**src/rtl/regfile_wb_arbiter.sv**
```systemverilog
// rtl/regfile_wb_arbiter.sv - two-requester writeback arbiter for the 32 x 64 register file write port (pending mask under RFARB_PENDING_EN)
module regfile_wb_arbiter #(
  parameter int DATA_W = 64,
  parameter int NREG   = 32
) (
  input  logic                     clk,
  input  logic                     reset,
  input  logic                     a_valid,
  output logic                     a_ready,
  input  logic [$clog2(NREG)-1:0]  a_addr,
  input  logic [DATA_W-1:0]        a_data,
  input  logic                     b_valid,
  output logic                     b_ready,
  input  logic [$clog2(NREG)-1:0]  b_addr,
  input  logic [DATA_W-1:0]        b_data,
  output logic [NREG-1:0]          wr_en,
  output logic [DATA_W-1:0]        wr_data,
  output logic [NREG-1:0]          pending
);

  localparam int AW = $clog2(NREG);
  localparam logic [AW-1:0] ZREG = AW'(NREG - 1);
  localparam logic [NREG-1:0] ONE = {{(NREG-1){1'b0}}, 1'b1};

  logic              full_a, full_b;
  logic [AW-1:0]     addr_a, addr_b;
  logic [DATA_W-1:0] data_a, data_b;
  logic              rr;
  logic              a_older;
  logic              grant_a, grant_b;
  logic              load_a, load_b;

  // Grant from held state only; same-register writes follow age, otherwise round-robin
  always_comb begin
    grant_a = 1'b0;
    grant_b = 1'b0;
    if (!reset) begin
      if (full_a && !full_b) begin
        grant_a = 1'b1;
      end else if (!full_a && full_b) begin
        grant_b = 1'b1;
      end else if (full_a && full_b) begin
        if (addr_a == addr_b) begin
          grant_a = a_older;
          grant_b = !a_older;
        end else begin
          grant_a = !rr;
          grant_b = rr;
        end
      end
    end
  end

  // Handshakes; writes to the zero register complete but are dropped
  always_comb begin
    a_ready = !full_a || grant_a;
    b_ready = !full_b || grant_b;
    load_a  = a_valid && a_ready && (a_addr != ZREG);
    load_b  = b_valid && b_ready && (b_addr != ZREG);
  end

  // Holding registers, round-robin pointer and age flag
  always_ff @(posedge clk) begin
    if (reset) begin
      full_a  <= 1'b0;
      full_b  <= 1'b0;
      addr_a  <= '0;
      addr_b  <= '0;
      data_a  <= '0;
      data_b  <= '0;
      rr      <= 1'b0;
      a_older <= 1'b1;
    end else begin
      if (load_a) begin
        full_a <= 1'b1;
        addr_a <= a_addr;
        data_a <= a_data;
      end else if (grant_a) begin
        full_a <= 1'b0;
      end
      if (load_b) begin
        full_b <= 1'b1;
        addr_b <= b_addr;
        data_b <= b_data;
      end else if (grant_b) begin
        full_b <= 1'b0;
      end
      if (grant_a) begin
        rr <= 1'b1;
      end else if (grant_b) begin
        rr <= 1'b0;
      end
      // A newly loaded entry is younger than one that stays held; A wins ties
      if (load_a && load_b) begin
        a_older <= 1'b1;
      end else if (load_a) begin
        a_older <= !(full_b && !grant_b);
      end else if (load_b) begin
        a_older <= full_a && !grant_a;
      end
    end
  end

  // Register file write port driven by the granted side
  always_comb begin
    wr_en   = '0;
    wr_data = '0;
    if (grant_a) begin
      wr_en   = ONE << addr_a;
      wr_data = data_a;
    end else if (grant_b) begin
      wr_en   = ONE << addr_b;
      wr_data = data_b;
    end
  end

  // Pending-write mask for hazard logic
  always_comb begin
`ifdef RFARB_PENDING_EN
    pending = (full_a ? (ONE << addr_a) : '0) | (full_b ? (ONE << addr_b) : '0);
`else
    pending = '0;
`endif
  end

endmodule

```
**config.mk**
```make
export PLATFORM = sky130hd
export DESIGN_NAME = regfile_wb_arbiter
export DESIGN_NICKNAME = d
export VERILOG_FILES = /design/src/rtl/regfile_wb_arbiter.sv
export SDC_FILE = /design/constraint.sdc
export NUM_CORES = 1
export LEC_CHECK = 0
export BUFFER_PORTS_ARGS = -buffer_cell sky130_fd_sc_hd__buf_2
export CAP_MARGIN = 20
export CELL_PAD_IN_SITES_DETAIL_PLACEMENT = 1
export CELL_PAD_IN_SITES_GLOBAL_PLACEMENT = 1
export CORE_UTILIZATION = 34
export CTS_CLUSTER_DIAMETER = 80
export DETAILED_ROUTE_END_ITERATION = 16
export PLACE_DENSITY_LB_ADDON = 0.1
export SYNTH_ARGS = -nofsm -noshare
export SYNTH_HDL_FRONTEND = slang
export SYNTH_SLANG_ARGS = --single-unit
```
**constraint.sdc**
```tcl
create_clock -name clk -period 2.96 [get_ports clk]
set_clock_uncertainty 0.1 [all_clocks]
set_input_delay 0.148 -clock clk [delete_from_list [all_inputs] [get_ports clk]]
set_output_delay 0.148 -clock clk [all_outputs]
set_load 0.02 [all_outputs]
```
==> results.md, run 1 <==
- Number of global-route vias before repair: 7,077
- Critical-path top delay cell: or4b_4
- Die X: 140.1 um
- Num CTS Buffers: 17
- Worst setup EP type: output port
- Residual DRC count: 0
- Seq pwr share: 40.5%
- R2R setup slack: 0.14 ns
- Critical path launch point type: register
- DIE AREA: 19,640 sq um
- Avg Cell Area, Syn: 8.594 sq um
- Mapped Cells: 755
- Routed wire length: 24,250 um
- Power, Total: 0.005257 W
- Via/cell ratio: 5.037
- Hold WC Path Type: primary input to register
- Min-Delay Path Depth: 3
- Post-synth EDFFs: 0
- Buf/Inv on CP: 1
- F_max: 339.6 MHz
- Net Sw Frac: between 20 and 30%
- Switching power: ~0.0015 W
- Pwr Density: between 500 and 600 nW/um^2
- CP Capture Point: wr_en[10]
- Rel. slew slack: 45.59%
- Critical path arrival: 2.70 ns
- Worst EP required: 2.71 ns
- Fillers: 2,195
- Fraction of registers with async set/reset: 0%
- H-tree depth: 4
- Area Overhead vs Synth: 55.88%
- Fin crit period: a little under 3 ns
- MaxCap Viol Count: 0
- Most frequent cells in the layout: 230 x buf_2, 150 x dlygate4sd3_1, 144 x nand2_1, 136 x dfxtp_1, 75 x nor2_1
- Worst slew pin tran: around 0.81 ns
- # setup viols final: 0
- Pre-CTS setup slack: 0.2884 ns
- Largest net degree at the start of global routing: 71
- Die Span Y: 140.1 um
- CP delay by family, top: compound AO/OA/AOI/OAI gates
- Crit Path Class: register to output port
- Commonest non-fill, non-tap cell in the layout: buf_2
- Worst-path maximum fanout: 5
- Final ANT Viol Nets: 0
- Largest area contributor in the netlist: dfxtp_1
- Status: finished, final reports clean
- Fin area: 10,110 sq um
- Proportion of layout cells with a drive suffix above 1: 29.09%
- Yosys cell types: 42
- Int Pwr: 0.003708 W
- Post-DP HPWL: 13,770 um
- Combinational group share of total power: between 10% and 20%
- Final Max Slew Viols: 0
- Slowest stage delay, CP: between 0.5 and 0.6 ns
- Clock buffer depth: 2
- First-pass GRT wire length: 36,980 um
- Initial antenna violation count: 0
- Synth area leaders: dfxtp_1 44%, mux2i_1 11%, a22o_1 8.6%
- Final nets: roughly 1,300
- Total GRT Usage: 24.02%
- Clk sink count: 142
- Routed len/inst: 17.67 um
- Setup slack after layout: 0.01504 ns
- Initial core utilization: a little over a third
- Tcrit/Tclk final: between 90% and 100%
- Placement Cell Area: roughly 7800 sq um
- Setup TNS: 0 ns
- YS warnings: 0
- Yosys reg bits: 142
- Clk slew on worst S/H paths: roughly 0.060 ns
- Io pins: 272
- Top FF cell, synth: dfxtp_1
- P_leak: 4.642 nW
- Unrepaired setup endpoints after global routing: true
- Cell depth of the worst setup path: 7
- Worst path cell trace: xor2_1, or2_4, o211a_4, a2111o_1, or4b_4, o22ai_2, buf_6
- Clock Latency Late Sink: 0.42 ns
- Clock share of power: 40.8%
- Final core area utilization: 54.07%
- CTS root buffer: clkbuf_16
- Via count: 6,911
- Drt first pass iters: 4
- Mapped cell area: ~6500 sq um
- Hold Vio Cnt, Final: 0
- Cells on worst reg2reg path: 9
- FF-to-FF Start: addr_b[0]
- Critical path startpoint: addr_b[0]
- IR drop worst, VDD: 0.3967 mV
- Port bufs: 239
- Yosys top cell area share: 43.81%
- Rows: 50
- Ant. Diodes: 0
- Reg-to-reg critical path endpoint: addr_b[3]
- Iteration-0 DRC Markers: about 220
- Remaining global-route overflow: 0
- CTS tree: yes
- Placer Congestion: 0.7920
- Core Region: ~19,000 sq um
- Sequential element share of the synthesized area: 43.81%
==> stage by stage <==
stage | hold WS, ns | instances
global placement | 0.2792 | 1181
floorplan | 0.1840 | 786
CTS | 0.1239 | 1368
detailed placement | 0.2908 | 1181
finish | 0.1598 | 1372
global route | 0.1663 | 1372
==> flip-flops by register name, summed over array words and instances, names as in the netlist <==
| signal | cells |
|---|---|
| a_older | 1 |
| addr_a | 5 |
| addr_b | 5 |
| data_a | 64 |
| data_b | 64 |
| full_a | 1 |
| full_b | 1 |
| rr | 1 |
==> worst min-delay path by stage <==
stage	from	end	slack, ns
3_5_place_dp	a_data[19]	data_a[19]	0.29
5_1_grt	b_valid	full_b	0.17
2_1_floorplan	b_addr[1]	addr_b[1]	0.18
3_3_place_gp	a_data[28]	data_a[28]	0.28
6_report	b_valid	full_b	0.16
4_1_cts	b_valid	full_b	0.12
==> cells by family (layout without fill, tap and decap cells) <==
logic type      after synthesis  in the layout  synth area share (%)
simple gates                254            254                 16.47
compound gates              184            184                 20.11
mux                          70             70                 10.80
other cells                   1             32               0.05779
xor+xnor                      5              5                0.6750
flops                       142            142                 43.81
buf+inv                      99            451                 8.079
==> per-layer routing <==
metal	up-vias	track usage [%]	share of wire [%]
li1	3309	-	-
met1	3368	27.99	43
met3	35	5.573	4.4
met2	199	43.34	51
met4	0	7.519	1.9
met5	-	0	0
==> tightest hold or removal path: stages <==
cell,delay (ns)
buf_2,0.11
o21ai_0,0.25
a21oi_1,0.11
==> repair_timing <==
item                                    in CTS  in global routing
endpoints found under the setup margin      96                 63
resized for setup                           16                 19
pin swaps                                    8                  5
hold endpoints to repair                   138                  0
hold buffers                               150                  0
setup buffers                                4                  2
gates cloned                                 1                  2
==> synthesized netlist by cell type, types with 2 or more instances <==
library cell,count
a21oi_1,73
a22o_1,64
buf_1,3
buf_2,20
buf_4,32
clkbuf_1,42
dfxtp_1,142
mux2i_1,70
nand2_1,145
nand2b_1,4
nand3_1,5
nand3b_1,3
nand4_1,2
nand4b_1,4
nor2_1,75
o21ai_0,8
o22ai_1,16
o32ai_1,13
or3_1,6
or3b_2,3
xnor2_1,3
xor2_1,2
==> power by group through the flow <==
stage | Clock, W | Sequential [W] | Combinational, W
after detailed placement | 0 | 0.00217 | 0.000764
after global placement | 0 | 0.00216 | 0.000757
after CTS | 0.00218 | 0.00213 | 0.000946
final | 0.00214 | 0.00213 | 0.000982
after global routing | 0.00228 | 0.00214 | 0.00106
after floorplan | 0 | 0.00214 | 0.000547
==> area by class of cell <==
type                            count  area (sq um)  share of cell area (%)
Clock buffer                       18         439.2                   4.342
Clock inverter                     14         145.1                   1.435
Inverter                            1         3.754                 0.03711
Multi-Input combinational cell    545          3341                   33.03
Sequential cell                   142          2858                   28.25
Tap cell                          234         292.8                   2.895
Timing Repair Buffer              418          3035                   30.01
(Power assumes the default switching activity.)
==> inputs of run 2 (changes only) <==
--- a/config.mk
+++ b/config.mk
@@ -7,7 +7,7 @@
 export LEC_CHECK = 0
 export BUFFER_PORTS_ARGS = -buffer_cell sky130_fd_sc_hd__buf_2
 export CAP_MARGIN = 20
-export CELL_PAD_IN_SITES_DETAIL_PLACEMENT = 1
+export CELL_PAD_IN_SITES_DETAIL_PLACEMENT = 0
 export CELL_PAD_IN_SITES_GLOBAL_PLACEMENT = 1
 export CORE_UTILIZATION = 34
 export CTS_CLUSTER_DIAMETER = 80
==> run 2 against run 1 <==
  * The run now ends with setup timing left
  * Maximum frequency fell by 1.1%
  * Cell area rose by 0.42%
  * Critical path depth did not move
  * Flip-flop and latch count did not move
  * Register-to-register slack improved by 0.05 ns
  * Worst setup slack got worse by 0.032 ns
  * Combinational power fell by 2%
  * Hold slack improved by 0.0067 ns
  * Final cell count rose by 0.22%
  * Via count fell by 2.6%
  * Largest cell class unchanged
  * Largest power group is now sequential cells
==> results.md, run 2 (same netlist as run 1, synthesis figures left out) <==
- Status: complete, but fails checks
- Failing checks: setup timing
- Iteration-0 DRC Markers: 261
- Worst slew pin tran: 0.8060 ns
- Post-DP HPWL: 12,880 um
- R2R setup slack: 0.19 ns
- FF-to-FF Start: addr_a[1]
- Die Span Y: 140.1 um
- Cells on worst reg2reg path: 9
- Critical path arrival: 2.73 ns
- Cell depth of the worst setup path: 7
- Clk sink count: 142
- # setup viols final: 1
- Routed len/inst: 15.85 um
- Clock buffer depth: 2
- Initial antenna violation count: 1
- Fin crit period: 2.977 ns
- Final Max Slew Viols: 0
- Min-Delay Path Depth: 3
- Worst EP required: 2.71 ns
- Hold WC Path Type: primary input to register
- Pwr Density: slightly above 500 nW/um^2
- Num CTS Buffers: 17
- Worst path cell trace: xor2_1, or2_4, o211a_4, a2111o_1, or4b_4, o22ai_2, buf_6
- Die X: roughly 140 um
- Tcrit/Tclk final: 100.6%
- Drt first pass iters: 4
- Remaining global-route overflow: 0
- Reg-to-reg critical path endpoint: addr_b[3]
- Worst-path maximum fanout: 6
- Final ANT Viol Nets: 0
- Port bufs: 239
- H-tree depth: 4
- Critical-path top delay cell: or4b_4
- Hold_sp: b_valid
- Final core area utilization: roughly 54%
- Commonest non-fill, non-tap cell in the layout: buf_2
- Via/cell ratio: 4.897
- Hold Vio Cnt, Final: 0
- CTS root buffer: clkbuf_16
- Pre-CTS setup slack: 0.2769 ns
- Proportion of layout cells with a drive suffix above 1: 28.68%
- F_max: 335.9 MHz
- Setup slack after layout: -0.01735 ns
- Fillers: 1,777
- Worst hold endpoint: full_b
- Unrepaired setup endpoints after global routing: true
- Slowest stage delay, CP: 0.55 ns
- DIE AREA: 19,640 sq um
- Critical path launch point type: register
- MaxCap Viol Count: 0
- Most frequent cells in the layout: 227 x buf_2, 150 x dlygate4sd3_1, 145 x nand2_1, 138 x dfxtp_1, 75 x nor2_1
- Io pins: 272
- Final nets: 1,269
- Buf/Inv on CP: 1
- Core Region: 18,710 sq um
- Routed wire length: 21,790 um
- Initial core utilization: 34.69%
- Worst setup EP type: output port
- Rows: 50
- P_leak: 4.665 nW
- Total GRT Usage: a little over a fifth
- Rel. slew slack: 45.70%
- First-pass GRT wire length: approximately 34,000 um
- Area Overhead vs Synth: 56.54%
- CTS tree: yes
- Clock Latency Late Sink: 0.42 ns
- Largest regs: data_a: 64 flops, data_b: 64 flops
- IR drop worst, VDD: approximately 0.39 mV
- Number of global-route vias before repair: between 6,000 and 7,000
- Final hold slack: 0.1665 ns
- Crit Path Class: register to output port
- CP delay by family, top: compound AO/OA/AOI/OAI gates
- Residual DRC count: 0
- Via count: around 6,700
- Placer Congestion: 0.7920
- Clk slew on worst S/H paths: 0.06 ns
- Largest net degree at the start of global routing: roughly 70
run 2: worst max path at each step:
| stage | start | to | slack [ns] |
|---|---|---|---|
| floorplan | addr_b[1] | wr_en[16] | 0.19 |
| global placement | addr_b[4] | wr_en[11] | 0.23 |
| detailed placement | addr_b[2] | wr_en[11] | 0.28 |
| CTS | addr_a[1] | wr_en[10] | -0.02 |
| global route | addr_b[2] | wr_en[10] | -0.10 |
| finish | addr_a[1] | wr_en[10] | -0.02 |
run 2: power by group:
part	total, W	switching (W)	internal (W)	leakage (nW)
logic	0.000967	0.000506	0.000461	3.21
registers	0.00212	0.0000790	0.00204	1.17
clock network	0.00211	0.000898	0.00122	0.281
run 2: metal layers:
layer  track usage [%]  wire (um)  up-vias
met2             35.50      10340      213
met5                 0          0        -
met1             27.54       9842     3171
met4             7.230        372        0
li1                  -          -     3325
met3             5.128       1230       25
run 2: per-stage QoR:
step	area, sq um	instances	TNS [ns]	total power (W)
final	10160	1375	-0.01735	0.005205
after global routing	10160	1375	-1.255	0.005443
after CTS	9987	1369	-0.04423	0.005220
after detailed placement	7800	1181	0	0.002923
after global placement	7800	1181	0	0.002920
after floorplan	6605	786	0	0.002683
run 2: layout make-up:
cell class,count,area [sq um],area share [%]
Antenna cell,1,2.502,0.02464
Clock buffer,19,452.9,4.459
Clock inverter,13,128.9,1.269
Inverter,1,3.754,0.03696
Multi-Input combinational cell,545,3319,32.68
Sequential cell,142,2848,28.04
Tap cell,234,292.8,2.882
Timing Repair Buffer,420,3109,30.61
run 2: what timing repair did:
item / 4_1_cts / 5_1_grt
gates cloned: 1 / 4
endpoints found under the hold margin: 138 / 0
hold buffers: 150 / 0
endpoints found under the setup margin: 95 / 72
pin swaps: 6 / 10
buffers inserted: 5 / 2
gates resized for setup: 11 / 21
run 2: tightest hold or removal path, delay by kind of cell:
kind | cells | cell delay (ns)
AOI/OAI and AO/OA | 2 | 0.37
buffers and inverters | 1 | 0.11
